--- config.mk ---
export PLATFORM = sky130hd
export DESIGN_NAME = ex_mdu
export DESIGN_NICKNAME = d
export VERILOG_FILES = /design/src/rtl/ex_mdu_pkg.sv /design/src/rtl/mdu_iter.sv /design/src/rtl/ex_mdu.sv
export SDC_FILE = /design/constraint.sdc
export NUM_CORES = 1
export LEC_CHECK = 0
export ABC_CLOCK_PERIOD_IN_PS = 9510
export CORE_ASPECT_RATIO = 1.4
export CORE_MARGIN = 2
export CORE_UTILIZATION = 40
export DETAILED_ROUTE_END_ITERATION = 10
export PLACE_DENSITY = 0.57
export SYNTH_ARGS = -nofsm -noshare
export SYNTH_HDL_FRONTEND = slang
export SYNTH_SLANG_ARGS = --single-unit
export TNS_END_PERCENT = 1
--- constraint.sdc ---
create_clock -name clk_in -period 9.51 [get_ports clk_in]
set_clock_uncertainty 0.1 [all_clocks]
set_input_delay 1.902 -clock clk_in [delete_from_list [all_inputs] [get_ports clk_in]]
set_output_delay 1.902 -clock clk_in [all_outputs]
set_load 0.03 [all_outputs]
--- src/rtl/ex_mdu_pkg.sv ---
// rtl/ex_mdu_pkg.sv - RV32M command codes, FSM states and decode helpers for ex_mdu
package ex_mdu_pkg;

  localparam logic [5:0] CMD_MUL    = 6'h25;
  localparam logic [5:0] CMD_MULH   = 6'h26;
  localparam logic [5:0] CMD_MULHSU = 6'h27;
  localparam logic [5:0] CMD_MULHU  = 6'h28;
  localparam logic [5:0] CMD_DIV    = 6'h29;
  localparam logic [5:0] CMD_DIVU   = 6'h2A;
  localparam logic [5:0] CMD_REM    = 6'h2B;
  localparam logic [5:0] CMD_REMU   = 6'h2C;

  typedef enum logic [1:0] {
    MDU_IDLE = 2'd0,
    MDU_BUSY = 2'd1,
    MDU_DONE = 2'd2
  } mdu_state_e;

  typedef enum logic {
    ITER_MUL = 1'b0,
    ITER_DIV = 1'b1
  } iter_op_e;

  function automatic logic is_mdu_cmd(input logic [5:0] cmd);
    return (cmd >= CMD_MUL) && (cmd <= CMD_REMU);
  endfunction

  function automatic logic is_div_cmd(input logic [5:0] cmd);
    return (cmd >= CMD_DIV) && (cmd <= CMD_REMU);
  endfunction

endpackage

--- src/rtl/mdu_iter.sv ---
// rtl/mdu_iter.sv - one shift-add multiply or restoring-divide step on a 2*XLEN accumulator
module mdu_iter
  import ex_mdu_pkg::*;
#(
  parameter int XLEN = 32
) (
  input  iter_op_e              op,
  input  logic [2*XLEN-1:0]     acc,
  input  logic [XLEN-1:0]       operand,
  output logic [2*XLEN-1:0]     acc_next
);

  logic [XLEN:0]   sum;
  logic [XLEN+1:0] diff;
  logic            diff_unused;

  // Multiply: {hi,lo} with multiplier in lo, shifted right each step.
  // Divide: {rem,quo}; the partial remainder needs XLEN+1 bits before the trial subtract.
  always_comb begin
    sum      = {1'b0, acc[2*XLEN-1:XLEN]} + (acc[0] ? {1'b0, operand} : '0);
    diff     = {1'b0, acc[2*XLEN-1:XLEN-1]} - {2'b00, operand};
    acc_next = acc;
    if (op == ITER_MUL) begin
      acc_next = {sum, acc[XLEN-1:1]};
    end else if (diff[XLEN+1]) begin
      acc_next = {acc[2*XLEN-2:0], 1'b0};
    end else begin
      acc_next = {diff[XLEN-1:0], acc[XLEN-2:0], 1'b1};
    end
  end

  assign diff_unused = diff[XLEN];

endmodule

--- src/rtl/ex_mdu.sv ---
// rtl/ex_mdu.sv - multi-cycle RV32M multiply/divide unit with pipeline stall and result strobe
module ex_mdu
  import ex_mdu_pkg::*;
#(
  parameter int XLEN  = 32,
  parameter int ITERS = 32
) (
  input  logic            clk_in,
  input  logic            rst_in,
  input  logic            rdy_in,
  input  logic [XLEN-1:0] reg1_from_idex,
  input  logic [XLEN-1:0] reg2_from_idex,
  input  logic [4:0]      rsd_from_idex,
  input  logic            write_rsd_from_idex,
  input  logic [5:0]      cmdtype_from_idex,
  output logic            stallreq_out,
  output logic            mdu_valid_out,
  output logic [XLEN-1:0] mdu_result_out,
  output logic [4:0]      mdu_rsd_out,
  output logic            mdu_write_rsd_out
);

  localparam int              CW      = $clog2(ITERS + 1);
  localparam logic [XLEN-1:0] MIN_NEG = {1'b1, {(XLEN-1){1'b0}}};

  mdu_state_e        state, state_next;
  logic [CW-1:0]     cnt;
  logic [2*XLEN-1:0] acc, acc_next;
  logic [XLEN-1:0]   opd;
  logic [5:0]        op;
  logic              neg_res;
  logic [4:0]        rsd_q;
  logic              wr_q;
  logic              stall;

  logic              is_cmd, is_div, is_rem, a_signed, b_signed, a_neg, b_neg;
  logic              div_zero, div_ovf, special;
  logic [XLEN-1:0]   a_mag, b_mag, special_result;

  always_comb begin
    is_cmd   = is_mdu_cmd(cmdtype_from_idex);
    is_div   = is_div_cmd(cmdtype_from_idex);
    is_rem   = (cmdtype_from_idex == CMD_REM) || (cmdtype_from_idex == CMD_REMU);
    a_signed = cmdtype_from_idex inside {CMD_MULH, CMD_MULHSU, CMD_DIV, CMD_REM};
    b_signed = cmdtype_from_idex inside {CMD_MULH, CMD_DIV, CMD_REM};
    a_neg    = a_signed && reg1_from_idex[XLEN-1];
    b_neg    = b_signed && reg2_from_idex[XLEN-1];
    a_mag    = a_neg ? -reg1_from_idex : reg1_from_idex;
    b_mag    = b_neg ? -reg2_from_idex : reg2_from_idex;
    div_zero = is_div && (reg2_from_idex == '0);
    div_ovf  = ((cmdtype_from_idex == CMD_DIV) || (cmdtype_from_idex == CMD_REM))
               && (reg1_from_idex == MIN_NEG) && (reg2_from_idex == '1);
    special  = div_zero || div_ovf;
    if (div_zero) begin
      special_result = is_rem ? reg1_from_idex : '1;
    end else begin
      special_result = is_rem ? '0 : MIN_NEG;
    end
  end

  iter_op_e iter_op;
  assign iter_op = is_div_cmd(op) ? ITER_DIV : ITER_MUL;

  mdu_iter #(.XLEN(XLEN)) u_iter (
    .op       (iter_op),
    .acc      (acc),
    .operand  (opd),
    .acc_next (acc_next)
  );

  // Sign fix-up applied to the value produced by the final iteration.
  logic [2*XLEN-1:0] prod;
  logic [XLEN-1:0]   quo, rem, final_result;

  always_comb begin
    prod = neg_res ? -acc_next : acc_next;
    quo  = acc_next[XLEN-1:0];
    rem  = acc_next[2*XLEN-1:XLEN];
    case (op)
      CMD_MUL:                         final_result = prod[XLEN-1:0];
      CMD_MULH, CMD_MULHSU, CMD_MULHU: final_result = prod[2*XLEN-1:XLEN];
      CMD_REM, CMD_REMU:               final_result = neg_res ? -rem : rem;
      default:                         final_result = neg_res ? -quo : quo;
    endcase
  end

  always_ff @(posedge clk_in or negedge rst_in) begin
    if (!rst_in) begin
      state <= MDU_IDLE;
    end else if (rdy_in) begin
      state <= state_next;
    end
  end

  always_comb begin
    state_next = state;
    stall      = 1'b0;
    case (state)
      MDU_IDLE: begin
        if (is_cmd) begin
          stall      = 1'b1;
          state_next = special ? MDU_DONE : MDU_BUSY;
        end
      end
      MDU_BUSY: begin
        stall = 1'b1;
        if (cnt == CW'(1)) state_next = MDU_DONE;
      end
      MDU_DONE: state_next = MDU_IDLE;
      default:  state_next = MDU_IDLE;
    endcase
  end

  // Gated so the stall request is also low while reset is held.
  assign stallreq_out = stall && rst_in;

  always_ff @(posedge clk_in or negedge rst_in) begin
    if (!rst_in) begin
      cnt               <= '0;
      acc               <= '0;
      opd               <= '0;
      op                <= '0;
      neg_res           <= 1'b0;
      rsd_q             <= '0;
      wr_q              <= 1'b0;
      mdu_valid_out     <= 1'b0;
      mdu_result_out    <= '0;
      mdu_rsd_out       <= '0;
      mdu_write_rsd_out <= 1'b0;
    end else if (rdy_in) begin
      mdu_valid_out <= 1'b0;
      case (state)
        MDU_IDLE: begin
          if (is_cmd) begin
            op      <= cmdtype_from_idex;
            rsd_q   <= rsd_from_idex;
            wr_q    <= write_rsd_from_idex;
            neg_res <= is_rem ? a_neg : (a_neg ^ b_neg);
            if (is_div) begin
              acc <= {{XLEN{1'b0}}, a_mag};
              opd <= b_mag;
            end else begin
              acc <= {{XLEN{1'b0}}, b_mag};
              opd <= a_mag;
            end
            if (special) begin
              mdu_valid_out     <= 1'b1;
              mdu_result_out    <= special_result;
              mdu_rsd_out       <= rsd_from_idex;
              mdu_write_rsd_out <= write_rsd_from_idex;
            end else begin
              cnt <= CW'(ITERS);
            end
          end
        end
        MDU_BUSY: begin
          acc <= acc_next;
          cnt <= cnt - CW'(1);
          if (cnt == CW'(1)) begin
            mdu_valid_out     <= 1'b1;
            mdu_result_out    <= final_result;
            mdu_rsd_out       <= rsd_q;
            mdu_write_rsd_out <= wr_q;
          end
        end
        default: ;
      endcase
    end
  end

endmodule

==> results_dict.tcl <==
set metrics [dict create \
    grt_pass1_vias 17100 \
    layout_min_cycle_time_ns 6.45 \
    utilization_pct 45.8 \
    gp_congestion 1.00 \
    initial_core_util_pct 40.5 \
    grt-busiest-layer "met2" \
    grt_antenna_before_repair 1 \
    drive_gt1_share_pct 5.93 \
    seq_area_frac_synth_pct 23.4 \
    crit_type "in -> reg" \
    ios 119 \
    worstReg2RegStart "acc[49]$_DFFE_PN0P_" \
    place_area_sq_um 18300 \
    critPathRequiredTime_ns 9.82 \
    grt_pass1_wl_mm 104 \
    fin_ws_ns 3.06 \
    synth_edf_count 0 \
    p_per_area_nw_per_um2 375 \
    via_per_inst 6.18 \
    rsz0062_at_grt "false" \
    drt_wl_total_mm 68.2 \
    max_freq_mhz 155 \
    drv_cap 0 \
    grtUsageMet2_pct 53.1 \
    core_sq_um 41200 \
    slew_headroom_pct 6.04 \
    hpwl_mm 53.3 \
    finalInstanceArea_sq_um 18900 \
    nFillCells 4278 \
    syn-instance-count 2278 \
    synth_fp_nets 2430 \
    grt_max_degree 98 \
    synthArstFlopShare_pct 100 \
    htreeDepth 4 \
    ys_seq_elements 156 \
    yosysWarningCount 0 \
    n_antenna_cell 0 \
    cts_tree "yes" \
    hold_viol 0 \
    area_growth_pct 13.2 \
    hp-class "reg -> reg" \
    power.leakage_nw 7.82 \
    crit_fanout 47 \
    row_count 88 \
    hold_depth 2 \
    timing.rr.end "mdu_result_out[30]$_DFFE_PN0P_" \
    clock_sinks 156 \
    ir_drop_uv 162 \
    min_to "mdu_rsd_out[3]$_DFFE_PN0P_" \
    synth_area_per_cell_sq_um 7.32 \
    dp_worst_setup_slack_ns 2.59 \
    final_cell_mix "nand2_1 (324), o21ai_0 (277), nor2_1 (207)" \
    critical_path_arrival_ns 6.76 \
    antenna_left 0 \
    die_area_sq_um 43300 \
    r2r_setup_slack_ns 3.10 \
    cts_max_path_buffers 2 \
    ys.flop_type "dfrtp_1" \
    report.final.slew_viol_count 0 \
    cts_resized 0 \
    vias 17700 \
    use_met3_pct 3.49 \
    mostFrequentLayoutCell "nand2_1" \
    final_cell_count_no_fill 2867 \
    numCtsBuffers 17 \
    drc 0 \
    die_w_um 177 \
    post_cts_buffers 0 \
    place_inst 2835 \
    final_nets 2466 \
    wire_per_inst_um 23.8 \
    worst_skew_pair.late_latency_ns 0.47 \
    min_from "mdu_rsd_out[3]$_DFFE_PN0P_" \
    drtIter0Drc 1328 \
    clockRootBuffer "clkbuf_16" \
    io_buffers 118 \
    globalRoute.totalOverflow 0 \
    cts.clk_slew.worst_paths_ns 0.08 \
    synth_cell_types 94 \
    post-route-period-util_pct 67.8 \
    gr-usage-met1_pct 38.7 \
    netlist_area_sq_um 16700 \
    setup_violations 0 \
    grt_use_total_pct 31.4 \
    status "finished clean" \
    worstMarginPinSlew_ns 1.37 \
    cts_hold_buf 0 \
    firstDrtPassIters 6 \
    dieHeight_um 246 \
    worstRegToRegCells 15 \
    endpoint_kind "flip-flop" \
    worst_setup_path_start_kind "input port" \
    setup_tns_ns 0 \
]
==> cell families after synthesis <==
kind of cell | share of synthesized area (%)
adder cells (fa/ha/maj) | 5.57
AND/OR/NAND/NOR | 24.7
XOR/XNOR | 7.93
AO/OA/AOI/OAI | 27.7
multiplexers | 5.97
buffers and inverters | 4.71
flip-flops | 23.4
==> how the worst max path moves through the flow <==
stage / startpoint / end / slack (ns) / depth (start not counted)
3_3_place_gp: reg1_from_idex[6] / mdu_result_out[24]$_DFFE_PN0P_ / 2.77 / 15
6_report: reg1_from_idex[6] / mdu_result_out[24]$_DFFE_PN0P_ / 3.06 / 15
4_1_cts: reg1_from_idex[6] / mdu_result_out[24]$_DFFE_PN0P_ / 3.08 / 15
2_1_floorplan: op[1]$_DFFE_PN0P_ / mdu_result_out[22]$_DFFE_PN0P_ / 4.15 / 21
5_1_grt: cmdtype_from_idex[2] / stallreq_out / 2.89 / 7
3_5_place_dp: reg1_from_idex[6] / mdu_result_out[24]$_DFFE_PN0P_ / 2.59 / 15
==> Yosys cell counts (15+ instances only) <==
| cell type | instances | share of area (%) |
|---|---|---|
| a21o_1 | 27 | 1.2 |
| a21oi_1 | 161 | 4.8 |
| a22o_1 | 17 | 0.89 |
| a31oi_1 | 51 | 1.9 |
| and2_1 | 45 | 1.7 |
| and3_1 | 15 | 0.56 |
| buf_2 | 21 | 0.63 |
| clkbuf_1 | 103 | 2.3 |
| dfrtp_1 | 156 | 23 |
| ha_1 | 71 | 5.3 |
| inv_1 | 65 | 1.5 |
| mux2_2 | 21 | 1.4 |
| mux2i_1 | 72 | 4.3 |
| nand2_1 | 325 | 7.3 |
| nand2b_1 | 19 | 0.71 |
| nand3_1 | 43 | 1.3 |
| nand4_1 | 35 | 1.3 |
| nor2_1 | 210 | 4.7 |
| nor3_1 | 46 | 1.4 |
| nor4_1 | 20 | 0.75 |
| o21a_1 | 16 | 0.72 |
| o21ai_0 | 277 | 8.3 |
| o31ai_1 | 31 | 1.4 |
| or3_1 | 26 | 0.98 |
| or4_1 | 15 | 0.68 |
| xnor2_1 | 78 | 4.1 |
| xor2_1 | 73 | 3.8 |
==> final cells by class <==
cell class	count	area (sq um)	area share, %
repair buffers	150	1420	7.54
clock buffers	17	425	2.25
inverters	65	244	1.29
multi-input cells	1924	12000	63.7
clock inverters	15	176	0.935
flip-flops and latches	156	3910	20.7
well taps	540	676	3.58
==> metal layers <==
layer  share of wire, %  up-vias
met5              0.019        -
met4                6.1        2
met3                5.7      169
met2                 47      751
met1                 41     8423
li1                   -     8363
==> power by group <==
part | internal (W) | switching [W] | leakage, nW
clock | 0.000354 | 0.000361 | 0.286
combinational | 0.00179 | 0.00331 | 5.58
sequential | 0.000942 | 0.000325 | 1.96
==> state kept, by name, summed over array words and instances, names as in the netlist, 2 cells and up <==
| signal | flops |
|---|---|
| acc | 64 |
| cnt | 6 |
| mdu_result_out | 32 |
| mdu_rsd_out | 5 |
| op | 6 |
| opd | 32 |
| rsd_q | 5 |
| state | 2 |
==> metrics by stage <==
| stage | hold slack (ns) | power, W |
|---|---|---|
| after global routing | 0.410 | 0.00757 |
| after floorplan | 0.363 | 0.00465 |
| after global placement | 0.364 | 0.00621 |
| after detailed placement | 0.370 | 0.00622 |
| after CTS | 0.392 | 0.00698 |
| final | 0.389 | 0.00708 |
==> critical path, cell delays in order <==
cell,delay (ns)
clkdlybuf4s50_1,0.53
or4_1,0.61
or3_1,0.38
or3_1,0.37
nor4_1,0.57
nand4_1,0.29
nand2_1,0.24
nand2_1,0.10
a21o_1,0.16
buf_4,0.28
a21oi_2,0.17
buf_4,0.33
o21ai_0,0.22
a2111oi_0,0.40
a21o_1,0.17
(Power assumes the default switching activity.)
